**src/rtl/rv32i_types.sv**
```systemverilog
// Shared RV32I pipeline types for the memory stage: FSM states, funct3 codes, packet layout.
package rv32i_types;

    localparam int unsigned WORD_W = 32;
    localparam int unsigned MASK_W = WORD_W / 8;

    typedef enum logic [1:0] {
        IDLE   = 2'd0,
        ACCESS = 2'd1,
        DONE   = 2'd2
    } mem_state_t;

    localparam logic [2:0] F3_LB  = 3'b000;
    localparam logic [2:0] F3_LH  = 3'b001;
    localparam logic [2:0] F3_LW  = 3'b010;
    localparam logic [2:0] F3_LBU = 3'b100;
    localparam logic [2:0] F3_LHU = 3'b101;
    localparam logic [2:0] F3_SB  = 3'b000;
    localparam logic [2:0] F3_SH  = 3'b001;
    localparam logic [2:0] F3_SW  = 3'b010;

    typedef struct packed {
        logic       mem_read;
        logic       mem_write;
        logic [2:0] funct3;
    } ctrl_t;

    typedef struct packed {
        logic [WORD_W-1:0] alu_out;
        logic [WORD_W-1:0] rs2_v;
        logic              misaligned;
    } data_t;

    typedef struct packed {
        logic [WORD_W-1:0] mdrreg_out;
        logic [MASK_W-1:0] rmask;
        logic [MASK_W-1:0] wmask;
        logic [WORD_W-1:0] mem_addr;
        logic [WORD_W-1:0] mem_rdata;
        logic [WORD_W-1:0] mem_wdata;
    } memwb_t;

    typedef struct packed {
        logic [WORD_W-1:0] pc;
        ctrl_t             ctrl;
        data_t             data;
        memwb_t            memwb;
    } rv32i_packet_t;

endpackage

```
**src/rtl/mem_align.sv**
```systemverilog
// Lane formatting: byte-enable shape, store data replication and load extension.
module mem_align
    import rv32i_types::*;
(
    input  logic [2:0]        funct3_i,
    input  logic [1:0]        off_i,
    input  logic [WORD_W-1:0] rs2_i,
    input  logic [WORD_W-1:0] rdata_i,
    output logic [MASK_W-1:0] mask_o,
    output logic [WORD_W-1:0] wdata_o,
    output logic [WORD_W-1:0] load_o
);

    logic [7:0]  byte_v;
    logic [15:0] half_v;

    // Halfword lanes only look at off[1]; words ignore the offset entirely.
    always_comb begin
        mask_o  = 4'b1111;
        wdata_o = rs2_i;
        case (funct3_i)
            F3_SB, F3_LBU: begin
                mask_o  = 4'b0001 << off_i;
                wdata_o = {4{rs2_i[7:0]}};
            end
            F3_SH, F3_LHU: begin
                mask_o  = 4'b0011 << {off_i[1], 1'b0};
                wdata_o = {2{rs2_i[15:0]}};
            end
            F3_SW: begin
                mask_o  = 4'b1111;
                wdata_o = rs2_i;
            end
            default: begin
                mask_o  = 4'b1111;
                wdata_o = rs2_i;
            end
        endcase
    end

    always_comb begin
        byte_v = rdata_i[{off_i, 3'b000} +: 8];
        half_v = rdata_i[{off_i[1], 4'b0000} +: 16];
        case (funct3_i)
            F3_LB:   load_o = {{24{byte_v[7]}}, byte_v};
            F3_LBU:  load_o = {24'b0, byte_v};
            F3_LH:   load_o = {{16{half_v[15]}}, half_v};
            F3_LHU:  load_o = {16'b0, half_v};
            F3_LW:   load_o = rdata_i;
            default: load_o = rdata_i;
        endcase
    end

endmodule

```
**src/rtl/mem_stage.sv**
```systemverilog
// RV32I MEM stage: issues one data-memory request per load/store and stalls until data_resp.
// Optional MEM_STAGE_MISALIGN_CHECK_EN: misaligned accesses are flagged and never issued.
module mem_stage
    import rv32i_types::*;
#(
    parameter int unsigned XLEN  = 32,
    parameter int unsigned MBE_W = XLEN / 8
) (
    input  logic              clk,
    input  logic              rst,
    input  logic              valid_in,
    input  rv32i_packet_t     packet_in,
    input  logic              advance,
    input  logic              flush,
    output logic              stall_out,
    output rv32i_packet_t     packet_out,
    output logic              data_read,
    output logic              data_write,
    output logic [MBE_W-1:0]  data_mbe,
    output logic [XLEN-1:0]   data_addr,
    output logic [XLEN-1:0]   data_wdata,
    input  logic [XLEN-1:0]   data_rdata,
    input  logic              data_resp
);

    mem_state_t state_q, state_d;

    logic             read_q, write_q, load_q, kill_q;
    logic [MBE_W-1:0] mbe_q;
    logic [XLEN-1:0]  addr_q, wdata_q, rdata_q;
    logic [2:0]       funct3_q;
    logic [1:0]       off_q;

    logic              mem_op_c, mis_c, issue_c, idle_c;
    logic [2:0]        al_funct3;
    logic [1:0]        al_off;
    logic [MASK_W-1:0] al_mask;
    logic [WORD_W-1:0] al_wdata, al_load;

    assign mem_op_c = valid_in && (packet_in.ctrl.mem_read || packet_in.ctrl.mem_write);
    assign idle_c   = (state_q == IDLE);

`ifdef MEM_STAGE_MISALIGN_CHECK_EN
    always_comb begin
        mis_c = 1'b0;
        case (packet_in.ctrl.funct3)
            F3_LB, F3_LBU: mis_c = 1'b0;
            F3_LH, F3_LHU: mis_c = packet_in.data.alu_out[0];
            default:       mis_c = (packet_in.data.alu_out[1:0] != 2'b00);
        endcase
    end
`else
    assign mis_c = 1'b0;
`endif

    assign issue_c = mem_op_c && !flush && !mis_c;

    // Shared formatter: incoming op while idle, captured op afterwards.
    assign al_funct3 = idle_c ? packet_in.ctrl.funct3 : funct3_q;
    assign al_off    = idle_c ? packet_in.data.alu_out[1:0] : off_q;

    mem_align u_align (
        .funct3_i (al_funct3),
        .off_i    (al_off),
        .rs2_i    (packet_in.data.rs2_v),
        .rdata_i  (WORD_W'(rdata_q)),
        .mask_o   (al_mask),
        .wdata_o  (al_wdata),
        .load_o   (al_load)
    );

    always_ff @(posedge clk) begin
        if (rst) state_q <= IDLE;
        else     state_q <= state_d;
    end

    // A flush seen at any point of the access sends the FSM back to IDLE instead of DONE.
    always_comb begin
        state_d = state_q;
        case (state_q)
            IDLE:    if (issue_c) state_d = ACCESS;
            ACCESS:  if (data_resp) state_d = (kill_q || flush) ? IDLE : DONE;
            DONE:    if (advance || flush) state_d = IDLE;
            default: state_d = IDLE;
        endcase
    end

    always_comb begin
        stall_out                 = (idle_c && issue_c) || (state_q == ACCESS);
        packet_out                = packet_in;
        packet_out.data.misaligned = 1'b0;
        packet_out.memwb          = '0;
        case (state_q)
            IDLE: packet_out.data.misaligned = mem_op_c && !flush && mis_c;
            ACCESS, DONE: begin
                packet_out.memwb.mem_addr  = WORD_W'(addr_q);
                packet_out.memwb.mem_rdata = WORD_W'(rdata_q);
                packet_out.memwb.mem_wdata = WORD_W'(wdata_q);
                if (!flush && !(state_q == ACCESS && kill_q)) begin
                    packet_out.memwb.rmask      = load_q ? MASK_W'(mbe_q) : '0;
                    packet_out.memwb.wmask      = load_q ? '0 : MASK_W'(mbe_q);
                    packet_out.memwb.mdrreg_out = load_q ? al_load : '0;
                end
            end
            default: packet_out.memwb = '0;
        endcase
    end

    always_ff @(posedge clk) begin
        if (rst) begin
            read_q   <= 1'b0;
            write_q  <= 1'b0;
            load_q   <= 1'b0;
            kill_q   <= 1'b0;
            mbe_q    <= '0;
            addr_q   <= '0;
            wdata_q  <= '0;
            rdata_q  <= '0;
            funct3_q <= '0;
            off_q    <= '0;
        end else begin
            case (state_q)
                IDLE: if (issue_c) begin
                    read_q   <= packet_in.ctrl.mem_read;
                    write_q  <= packet_in.ctrl.mem_write && !packet_in.ctrl.mem_read;
                    load_q   <= packet_in.ctrl.mem_read;
                    kill_q   <= 1'b0;
                    mbe_q    <= MBE_W'(al_mask);
                    addr_q   <= XLEN'({packet_in.data.alu_out[WORD_W-1:2], 2'b00});
                    wdata_q  <= XLEN'(al_wdata);
                    funct3_q <= packet_in.ctrl.funct3;
                    off_q    <= packet_in.data.alu_out[1:0];
                end
                ACCESS: begin
                    if (flush) kill_q <= 1'b1;
                    if (data_resp) begin
                        read_q  <= 1'b0;
                        write_q <= 1'b0;
                        if (!kill_q && !flush) rdata_q <= data_rdata;
                    end
                end
                default: ;
            endcase
        end
    end

    assign data_read  = read_q;
    assign data_write = write_q;
    assign data_mbe   = mbe_q;
    assign data_addr  = addr_q;
    assign data_wdata = wdata_q;

endmodule

```
**config.mk**
```make
export PLATFORM = sky130hd
export DESIGN_NAME = mem_stage
export DESIGN_NICKNAME = d
export VERILOG_FILES = /design/src/rtl/rv32i_types.sv /design/src/rtl/mem_align.sv /design/src/rtl/mem_stage.sv
export SDC_FILE = /design/constraint.sdc
export NUM_CORES = 1
export LEC_CHECK = 0
export ABC_CLOCK_PERIOD_IN_PS = 3700
export BUFFER_PORTS_ARGS = -buffer_cell sky130_fd_sc_hd__buf_4
export CAP_MARGIN = 10
export CORE_AREA = 2 2 226 228
export DETAILED_ROUTE_END_ITERATION = 6
export DIE_AREA = 0 0 228 230
export GPL_TIMING_DRIVEN = 1
export SLEW_MARGIN = 25
export SYNTH_ARGS = -nofsm -noshare
export SYNTH_HDL_FRONTEND = slang
export SYNTH_SLANG_ARGS = --single-unit
```
**constraint.sdc**
```tcl
create_clock -name clk -period 3.7 [get_ports clk]
set_input_delay 0.185 -clock clk [delete_from_list [all_inputs] [get_ports clk]]
set_output_delay 0.185 -clock clk [all_outputs]
set_load 0.02 [all_outputs]
```
# [Word-level counts from Yosys, hierarchy flattened]
# Cells that the tools add are included.
[totals] word_cells=73 input_bits=276 reg_bits=109
[op_classes] n_mux=23 reduce_logical=26 n_eq_ne=9 shift=4
[op_table] op="$mux 136" count=1
[op_table] op="$pmux 32 s4" count=1
[op_table] op="$pmux 32 s2" count=1
[op_table] op="$mux 40" count=1
[op_table] op="$mux 32" count=1
[op_table] op="$shiftx 32x6->16" count=1
[op_table] op="$shiftx 32x6->8" count=1
[op_table] op="$reduce_and 3->1" count=4
[op_table] op="$mux 2" count=5
[op_table] op="$mux 4" count=2
[op_table] op="$ne 2x2->1 const B" count=4
[op_table] op="$pmux 4 s2" count=1
[op_table] op="$logic_and 1x1->1" count=7
[op_table] op="$eq 3x3->1 const B" count=2
[op_table] op="$pmux 1 s2" count=3
[op_table] op="$pmux 2 s3" count=1
[op_table] op="$reduce_or 2->1" count=3
[op_table] op="$mux 1" count=5
[op_table] op="$logic_not 1->1" count=4
[op_table] op="$logic_or 1x1->1" count=4
[op_table] op="$shl 1x2->4 const A" count=1
[op_table] op="$shl 2x2->4 const A" count=1
[op_table] op="$eq 3x1->1 const B" count=1
[op_table] op="$logic_not 3->1" count=1
[op_table] op="6 further kinds" count=6

# [Logic depth before layout (Yosys ltp)]
# Gate-level depths: netlist of the first run.
[logic_depth] depth_word=7 depth_mapped=11 ltp_nobuf=7

# [Cells and area by module]
# From an unflattened synthesis of the first run, not the netlist that was laid out.
[hier_totals] cells_unflattened=942 area_unflattened_um2=6920.4
[modules_own_cells] mod="mem_stage" cells_each=754 instances=1 area_per_inst_um2=5661.7
[modules_own_cells] mod="mem_align" cells_each=188 instances=1 area_per_inst_um2=1258.7

# [Worst setup path after synthesis of the first run]
# Ideal clock, no wire load.
[synth_path] path_type="reg2out" startpoint="register state_q[0]" endpoint="output packet_out[111] in the netlist's numbering" path_buffers=2 setup_slack_ps=985 stages_incl_launch_ff=9 arrival_time_ps=2530 path_cell_list="dfxtp_1 -> inv_1 -> ha_1 -> buf_6 -> mux2_2 -> and2_1 -> clkbuf_1 -> nor2b_1 -> a2111oi_0"
[synth_rtl] item="from (decl)" line="mem_stage.sv:26" source="mem_state_t state_q, state_d;"
[synth_rtl] item="from (signal assigned)" line="mem_stage.sv:74" source="else state_q <= state_d;"
[synth_rtl] item="to (decl)" line="mem_stage.sv:16" source="output rv32i_packet_t packet_out,"

==> flow_summary.json, run 1 <==
{
  "outcome": "finished clean",
  "synthArstFlopShare_pct": 0,
  "synthCells": 878,
  "ys_ff_latch": 109,
  "hold_violations": 0,
  "setup-tns-final_ns": 0,
  "vdd_drop_max_mv": 0.180,
  "rsz0062_at_grt": "no",
  "rows": 82,
  "antenna_found_initial": 2,
  "die_h_um": 230,
  "slowest_stage": "mux2i_4",
  "seq_power_share_pct": 36.7,
  "h-tree-depth": 3,
  "synthTopCellsByArea": "dfxtp_1 (33%), buf_4 (12%), nand2_1 (12%), and2_1 (9.6%), a21oi_1 (7.7%)",
  "wirelength_um": 30100,
  "grt-ovfl-total": 0,
  "ios": 585,
  "place_hpwl_um": 23500,
  "grt_max_degree": 95,
  "insertion_delay_ns": 0.38,
  "tritoncts": "done",
  "finClkSkew_ns": 0.00988,
  "synth_edf_count": 0,
  "post_cts_resized": 0,
  "cts_setup_buffers": 0,
  "io_buffers": 378,
  "dp.cells": 1774,
  "final_cell_mix": "buf_4 (390), nand2_1 (211), dfxtp_1 (109)",
  "worst_ep_arrival_time_ns": 3.16,
  "drv_slew": 0,
  "power_leakage_nw": 4.05,
  "p_comb_share_pct": 36.8,
  "die_w_um": 228,
  "nNetsFinal": 1392,
  "drtAntennaViolNets": 0,
  "regArea_um2": 2180,
  "synth_top_area_share_pct": 33.2,
  "first_pass_iters": 6,
  "p_clk_share_pct": 26.5,
  "yosysWarnings": 0,
  "path_cells": "inv_1, ha_2, mux2i_4, o21ai_1, nor2b_1, a2111oi_0, buf_4",
  "ys.flop_type": "dfxtp_1",
  "required_ns": 3.51,
  "cts_hold_buf": 0,
  "initial_core_util_pct": 13.2,
  "cpPeakStageDelay_ns": 0.64,
  "slew_headroom_pct": 43.2,
  "setup-violations-final": 0,
  "drc": 0,
  "dieArea_um2": 52400,
  "worstSetupPathType": "reg -> out",
  "fin_cells": 1793,
  "layout-drive-gt1-share_pct": 38.3,
  "yosysSeqAreaShare_pct": 33.2,
  "vias": 6872,
  "routedWlPerCell_um": 16.8,
  "drv_cap": 0,
  "clk_pin_slew_ns": 0.08,
  "yosys.area.top_type": "dfxtp_1",
  "fmax_mhz": 299,
  "cts.path.max_buffers": 2,
  "final_common_cell": "buf_4",
  "netlist_area_um2": 6580,
  "p_int_w": 0.00220,
  "power_density_nw_per_um2": 383,
  "finalHoldWorstSlack_ns": 0.0437,
  "num-fill-cells": 5640,
  "grt_usage_pct": 11.0,
  "place_congestion": 0.882,
  "finalPower_w": 0.00367,
  "crit_fanout": 20,
  "drt_iter0_drc": 304,
  "post-route-min-period_ns": 3.35,
  "crit_path_end_kind": "primary output",
  "synth_cell_type_count": 45,
  "min_path_type": "in -> reg",
  "area_delta_synth_final_pct": 45.8,
  "tightest_slew_ns": 0.852,
  "cts_sinks": 109,
  "fp.coreArea_um2": 49900,
  "syn_area_per_cell_um2": 7.49,
  "power.share.switching_pct": 40.0,
  "grt_pass1_wl_um": 42300,
  "power.net_switching_w": 0.00147,
  "grt_pass1_vias": 6387,
  "startpoint_type": "register",
  "cts_buffers": 9,
  "viasPerCell": 3.83,
  "cts_root_buf": "clkbuf_16",
  "timing.final.crit_share_pct": 90.5,
  "multi_input_area_um2": 3320
}
## Yosys cell counts (all sizes together), types with 2 or more instances
master  count
nand2     212
buf       126
dfxtp     109
a21oi     101
and2      101
clkbuf     45
nor2       39
a211oi     26
mux2i      22
o21ai      10
a311oi      9
a311o       8
a22oi       7
inv         6
nand2b      6
o221ai      6
mux2        5
nor2b       5
and3        4
ha          3
nand3b      3
nor3b       3
nor4b       3
o211ai      3
nand3       2
## cell type report
type	instances	share of cell area, %
well taps	672	8.77
flip-flops and latches	109	22.8
clock inverters	5	0.378
inverters	6	0.235
multi-input cells	596	34.6
clock buffers	10	2.39
repair buffers	391	30.7
diodes	4	0.104
## worst max-delay path: cells and delay by family, from the launching register on
kind            cells  cell delay [ns]
compound gates      2             0.71
fa+ha+maj           1             0.53
buf+inv             2             0.32
flops               1             0.33
mux                 1             0.64
simple gates        1             0.24
## power groups by stage
| stage | registers [W] | clock network, W | logic, W |
|---|---|---|---|
| CTS | 0.00135 | 0.00107 | 0.00137 |
| detailed placement | 0.00138 | 0 | 0.00137 |
| global placement | 0.00137 | 0 | 0.00135 |
| floorplan | 0.00141 | 0 | 0.000846 |
| finish | 0.00135 | 0.000971 | 0.00135 |
| global route | 0.00136 | 0.00109 | 0.00146 |
## registers in the layout, indices dropped and copies added (netlist names)
| name | count |
|---|---|
| rdata_q | 32 |
| data_wdata | 32 |
| state_q | 2 |
| data_addr | 30 |
| data_read | 1 |
| kill_q | 1 |
| funct3_q | 3 |
| off_q | 2 |
| data_mbe | 4 |
| load_q | 1 |
| data_write | 1 |
## cell families after synthesis
logic type,share of synthesized area (%)
and+or+nand+nor,27.3
AOI/OAI and AO/OA,17.3
buffers and inverters,17.0
DFF,33.2
muxes,4.59
adders and majority gates,0.571
other,0.0570
## stage by stage
step / utilization [%] / instance area [µm²] / setup slack (ns)
floorplan: - / 6590 / 0.985
global placement: 18.7 / 9310 / 0.852
detailed placement: 18.7 / 9310 / 0.816
CTS: 19.2 / 9580 / 0.321
global route: 19.2 / 9580 / 0.0996
finish: 19.2 / 9590 / 0.352
## per-layer routing
metal / share of wire [%] / wire length, µm / GRT usage (%) / vias to the layer above
met5: 0 / 0 / 0 / -
met4: 3.6 / 1080 / 5.21 / 0
met3: 8.4 / 2540 / 4.07 / 50
met2: 49 / 14800 / 19.0 / 344
met1: 39 / 11700 / 11.9 / 3199
li1: - / - / - / 3279
## final timing paths
| check | startpoint | to | slack (ns) | cells past startpoint |
|---|---|---|---|---|
| worst min register to register | funct3_q[2] | funct3_q[2] | 0.47 | 2 |
| worst max-delay path | state_q[0] | packet_out[111] | 0.35 | 7 |
| worst min-delay path | data_rdata[17] | rdata_q[17] | 0.04 | 3 |
| worst max register to register | state_q[0] | data_addr[5] | 0.95 | 7 |
Power figures use the tool's default switching activity.
==> run 2: changes to the inputs <==
BUFFER_PORTS_ARGS = -buffer_cell sky130_fd_sc_hd__buf_2   (was -buffer_cell sky130_fd_sc_hd__buf_4)
CAP_MARGIN = default   (was 10)
SLEW_MARGIN = 30   (was 25)
==> flow_summary.json, run 2 (same netlist as run 1, synthesis figures left out) <==
{
  "ios": 585,
  "drv_cap": 0,
  "finClkSkew_ns": 0.0162,
  "rr_worst_depth": 7,
  "fmax_mhz": 300,
  "initial_core_util_pct": 13.2,
  "rows": 82,
  "reg2reg_slack_ns": 0.88,
  "h-tree-depth": 3,
  "first_pass_iters": 5,
  "tightest_slew_ns": 0.890,
  "regArea_um2": 2180,
  "post_cts_resized": 0,
  "die_h_um": 230,
  "io_buffers": 378,
  "whs_path_depth": 3,
  "layout-drive-gt1-share_pct": 37.7,
  "grt_max_degree": 95,
  "cts_root_buf": "clkbuf_16",
  "finalHoldWorstSlack_ns": 0.0375,
  "final_common_cell": "buf_2",
  "final_cell_mix": "buf_2 (377), nand2_1 (211), dfxtp_1 (109)",
  "worst_r2r_endpoint": "data_addr[10]",
  "wirelength_um": 29600,
  "setup-tns-final_ns": 0,
  "routedWlPerCell_um": 16.3,
  "drv_slew": 0,
  "outcome": "finished clean",
  "timing.final.crit_share_pct": 90.2,
  "drc": 0,
  "cts.path.max_buffers": 2,
  "grt_pass1_wl_um": 41900,
  "power_leakage_nw": 4.02,
  "crit_path_end_kind": "primary output",
  "viasPerCell": 3.81,
  "num-fill-cells": 5646,
  "insertion_delay_ns": 0.39,
  "area_delta_synth_final_pct": 35.5,
  "place_congestion": 0.897,
  "rsz0062_at_grt": "no",
  "grt-ovfl-total": 0,
  "startpoint_type": "register",
  "setup-violations-final": 0,
  "slew_headroom_pct": 40.6,
  "drtAntennaViolNets": 0,
  "required_ns": 3.51,
  "place_hpwl_um": 22800,
  "critical_path.reg2reg.startpoint": "state_q[0]",
  "vdd_drop_max_mv": 0.181,
  "power_density_nw_per_um2": 411,
  "grt_usage_pct": 10.9,
  "min_path_type": "in -> reg",
  "fp.coreArea_um2": 49900,
  "holdPathEnd": "rdata_q[9]",
  "post-route-min-period_ns": 3.34,
  "worstSetupPathType": "reg -> out",
  "clk_pin_slew_ns": 0.08,
  "die_w_um": 228,
  "cts_sinks": 109,
  "dieArea_um2": 52400,
  "cts_buffers": 9,
  "nNetsFinal": 1415,
  "antenna_found_initial": 4,
  "worst_ep_arrival_time_ns": 3.15,
  "cts_setup_buffers": 0,
  "grt_pass1_vias": 6632,
  "hold_violations": 0,
  "vias": 6922,
  "tritoncts": "done",
  "drt_iter0_drc": 340,
  "hold_start": "data_rdata[9]",
  "multi_input_area_um2": 3320,
  "finalPower_w": 0.00366,
  "crit_fanout": 21
}
[run 2: worst max-delay path: stages (launching register included)]
cell and delay (ns):
dfxtp_1 0.34, inv_1 0.10, ha_2 0.57, mux2_2 0.59, and2_1 0.31, nor2b_1 0.17
a2111oi_0 0.42, buf_2 0.26
[run 2: worst max-delay path by stage]
| stage | start | endpoint | slack [ns] | cells after the start |
|---|---|---|---|---|
| 2_1_floorplan | state_q[0] | packet_out[111] | 0.99 | 8 |
| 6_report | state_q[0] | packet_out[111] | 0.36 | 7 |
| 4_1_cts | state_q[0] | packet_out[135] | 0.34 | 9 |
| 5_1_grt | state_q[1] | packet_out[135] | 0.16 | 9 |
| 3_3_place_gp | state_q[0] | packet_out[124] | 0.89 | 9 |
| 3_5_place_dp | state_q[0] | packet_out[135] | 0.81 | 9 |
[run 2: through the flow]
step	setup WS [ns]	area, µm²	cells	utilization (%)
final	0.361	8910	1816	17.9
after global routing	0.161	8900	1815	17.9
after CTS	0.343	8890	1812	17.8
after detailed placement	0.806	8380	1775	16.8
after global placement	0.891	8370	1775	16.8
after floorplan	0.985	6590	882	-
[run 2: power by group]
group	total, W	internal [W]	switching (W)
Combinational	0.00127	0.000401	0.000872
Clock	0.00105	0.000531	0.000522
Sequential	0.00134	0.00126	0.0000818
[run 2: layer usage]
metal / vias up / track usage [%] / routed length [µm]
met5: - / 0 / 0
met4: 0 / 6.64 / 1350
met3: 57 / 2.57 / 1850
met2: 308 / 18.6 / 14200
met1: 3236 / 12.3 / 12100
li1: 3321 / - / -
[run 2: layout make-up]
type | count | share of cell area, %
clock buffers | 9 | 2.53
diodes | 4 | 0.112
well taps | 672 | 9.44
flip-flops and latches | 109 | 24.5
repair buffers | 414 | 25.1
clock inverters | 6 | 0.815
inverters | 6 | 0.253
multi-input cells | 596 | 37.3
[run 2: repair_timing]
| item | CTS | global route |
|---|---|---|
| hold buffers | 22 | 0 |
| hold endpoints to repair | 22 | 0 |
| setup endpoints to repair | 0 | 0 |
==> run 3: changes to the inputs <==
ABC_CLOCK_PERIOD_IN_PS = 3400   (was 3700)
CORE_AREA = 2 2 227 229   (was 2 2 226 228)
DIE_AREA = 0 0 229 231   (was 0 0 228 230)
clock period = 3.4 ns   (was 3.7 ns; I/O delays follow)
==> flow_summary.json, run 3 (same netlist as run 1, synthesis figures left out) <==
{
  "path_cells": "inv_1, ha_4, mux2i_4, mux2_2, a21oi_1, o31a_1, buf_4, a211oi_1, buf_2",
  "hold_violations": 0,
  "vias": 7070,
  "finalPower_w": 0.00393,
  "slew_headroom_pct": 43.1,
  "fin_cells": 1843,
  "grt_pass1_wl_um": 43200,
  "wirelength_um": 30200,
  "crit_fanout": 20,
  "worstSetupPathType": "reg -> out",
  "cts_setup_buffers": 0,
  "initial_core_util_pct": 13.0,
  "outcome": "finished clean",
  "worst_r2r_endpoint": "data_addr[4]",
  "cts_sinks": 109,
  "rows": 83,
  "final_cell_mix": "buf_2 (377), nand2_1 (212), dfxtp_1 (109)",
  "required_ns": 3.23,
  "cpPeakStageDelay_ns": 0.44,
  "drt_iter0_drc": 250,
  "timing.final.crit_share_pct": 89.6,
  "finClkSkew_ns": 0.0150,
  "rr_worst_depth": 7,
  "dp.cells": 1786,
  "layout-drive-gt1-share_pct": 37.3,
  "crit_path_end_kind": "primary output",
  "drtAntennaViolNets": 0,
  "ios": 585,
  "die_w_um": 229,
  "grt-ovfl-total": 0,
  "die_h_um": 231,
  "grt_pass1_vias": 6617,
  "min_path_type": "in -> reg",
  "io_buffers": 378,
  "dieArea_um2": 52900,
  "place_congestion": 0.887,
  "power_density_nw_per_um2": 431,
  "antenna_found_initial": 2,
  "vdd_drop_max_mv": 0.197,
  "rsz0062_at_grt": "no",
  "area_delta_synth_final_pct": 38.4,
  "nNetsFinal": 1437,
  "hold_start": "data_rdata[0]",
  "place_hpwl_um": 23100,
  "first_pass_iters": 5,
  "grt_max_degree": 95,
  "viasPerCell": 3.84,
  "reg2reg_slack_ns": 0.80,
  "grt_usage_pct": 11.2,
  "power_leakage_nw": 4.10,
  "insertion_delay_ns": 0.39,
  "tightest_slew_ns": 0.853,
  "drv_cap": 0,
  "slowest_stage": "mux2i_4",
  "drc": 0,
  "stdcell_area_um2": 9100,
  "cts_root_buf": "clkbuf_16",
  "routedWlPerCell_um": 16.4,
  "setup-violations-final": 0,
  "critical_path.reg2reg.startpoint": "state_q[0]",
  "cts.path.max_buffers": 2,
  "tritoncts": "done",
  "final_common_cell": "buf_2",
  "dpl_cell_area_um2": 8390,
  "startpoint_type": "register",
  "setup-tns-final_ns": 0,
  "drv_slew": 0,
  "h-tree-depth": 3,
  "worst_ep_arrival_time_ns": 2.88,
  "fmax_mhz": 328,
  "post-route-min-period_ns": 3.05,
  "crit_path_start": "state_q[0]",
  "clk_pin_slew_ns": 0.08,
  "fp.coreArea_um2": 50700,
  "endpoint": "packet_out[122]",
  "cts_buffers": 9,
  "diodes": 0
}
## run 3: cell count changes in the layout (fill, tap and decap cells not counted), sizes merged
cell	delta
inv	-1
clkinv	+2
diode	-4
dlygate4sd3	+19
buf	+3
bufinv	-1
clkinvlp	-1
clkbuf	+2
## run 3: routing by layer
layer | up-vias | routed length, µm | GRT usage, %
li1 | 3363 | - | -
met1 | 3302 | 12200 | 13.0
met2 | 358 | 14600 | 18.9
met3 | 45 | 2530 | 3.92
met4 | 2 | 833 | 4.08
met5 | - | 13 | 0
## run 3: area by class of cell
cell class	instances	area, µm²
inverter	6	22.5
clock buffer	11	243
sequential	109	2180
fill	5819	41600
timing repair buffer	436	2430
tap	680	851
multi-input combinational	596	3330
clock inverter	5	35.0
## run 3: timing repair
item                                    in CTS  in global routing
hold endpoints to repair                    41                  0
endpoints found under the setup margin       1                 15
gates resized for setup                      1                  2
hold buffers                                41                  0
## run 3: where the power goes
group          total (W)  switching [W]  internal (W)
clock            0.00106       0.000542      0.000520
sequential       0.00146      0.0000921       0.00137
combinational    0.00140       0.000946      0.000458
## run 3: stage by stage
stage | hold WS, ns | utilization (%) | worst slack (ns)
CTS | 0.000876 | 17.9 | 0.0955
detailed placement | 0.340 | 16.6 | 0.388
global placement | 0.340 | 16.6 | 0.469
finish | 0.0366 | 18.0 | 0.355
floorplan | 0.306 | - | 0.700
global route | 0.00666 | 18.0 | 0.115
## run 3: critical path, delay by kind of cell (launching register included)
family                   cells  cell delay (ns)
AO/OA/AOI/OAI                3             0.40
flip-flops                   1             0.34
adder cells (fa/ha/maj)      1             0.34
multiplexers                 2             0.81
buffers and inverters        3             0.58
## run 3: worst min-delay path by stage
stage,endpoint,slack (ns),cells past startpoint
after floorplan,funct3_q[2],0.31,2
after global placement,packet_out[206],0.34,0
after detailed placement,packet_out[206],0.34,0
after CTS,rdata_q[0],0.0009,3
after global routing,rdata_q[0],0.007,3
final,rdata_q[0],0.04,3
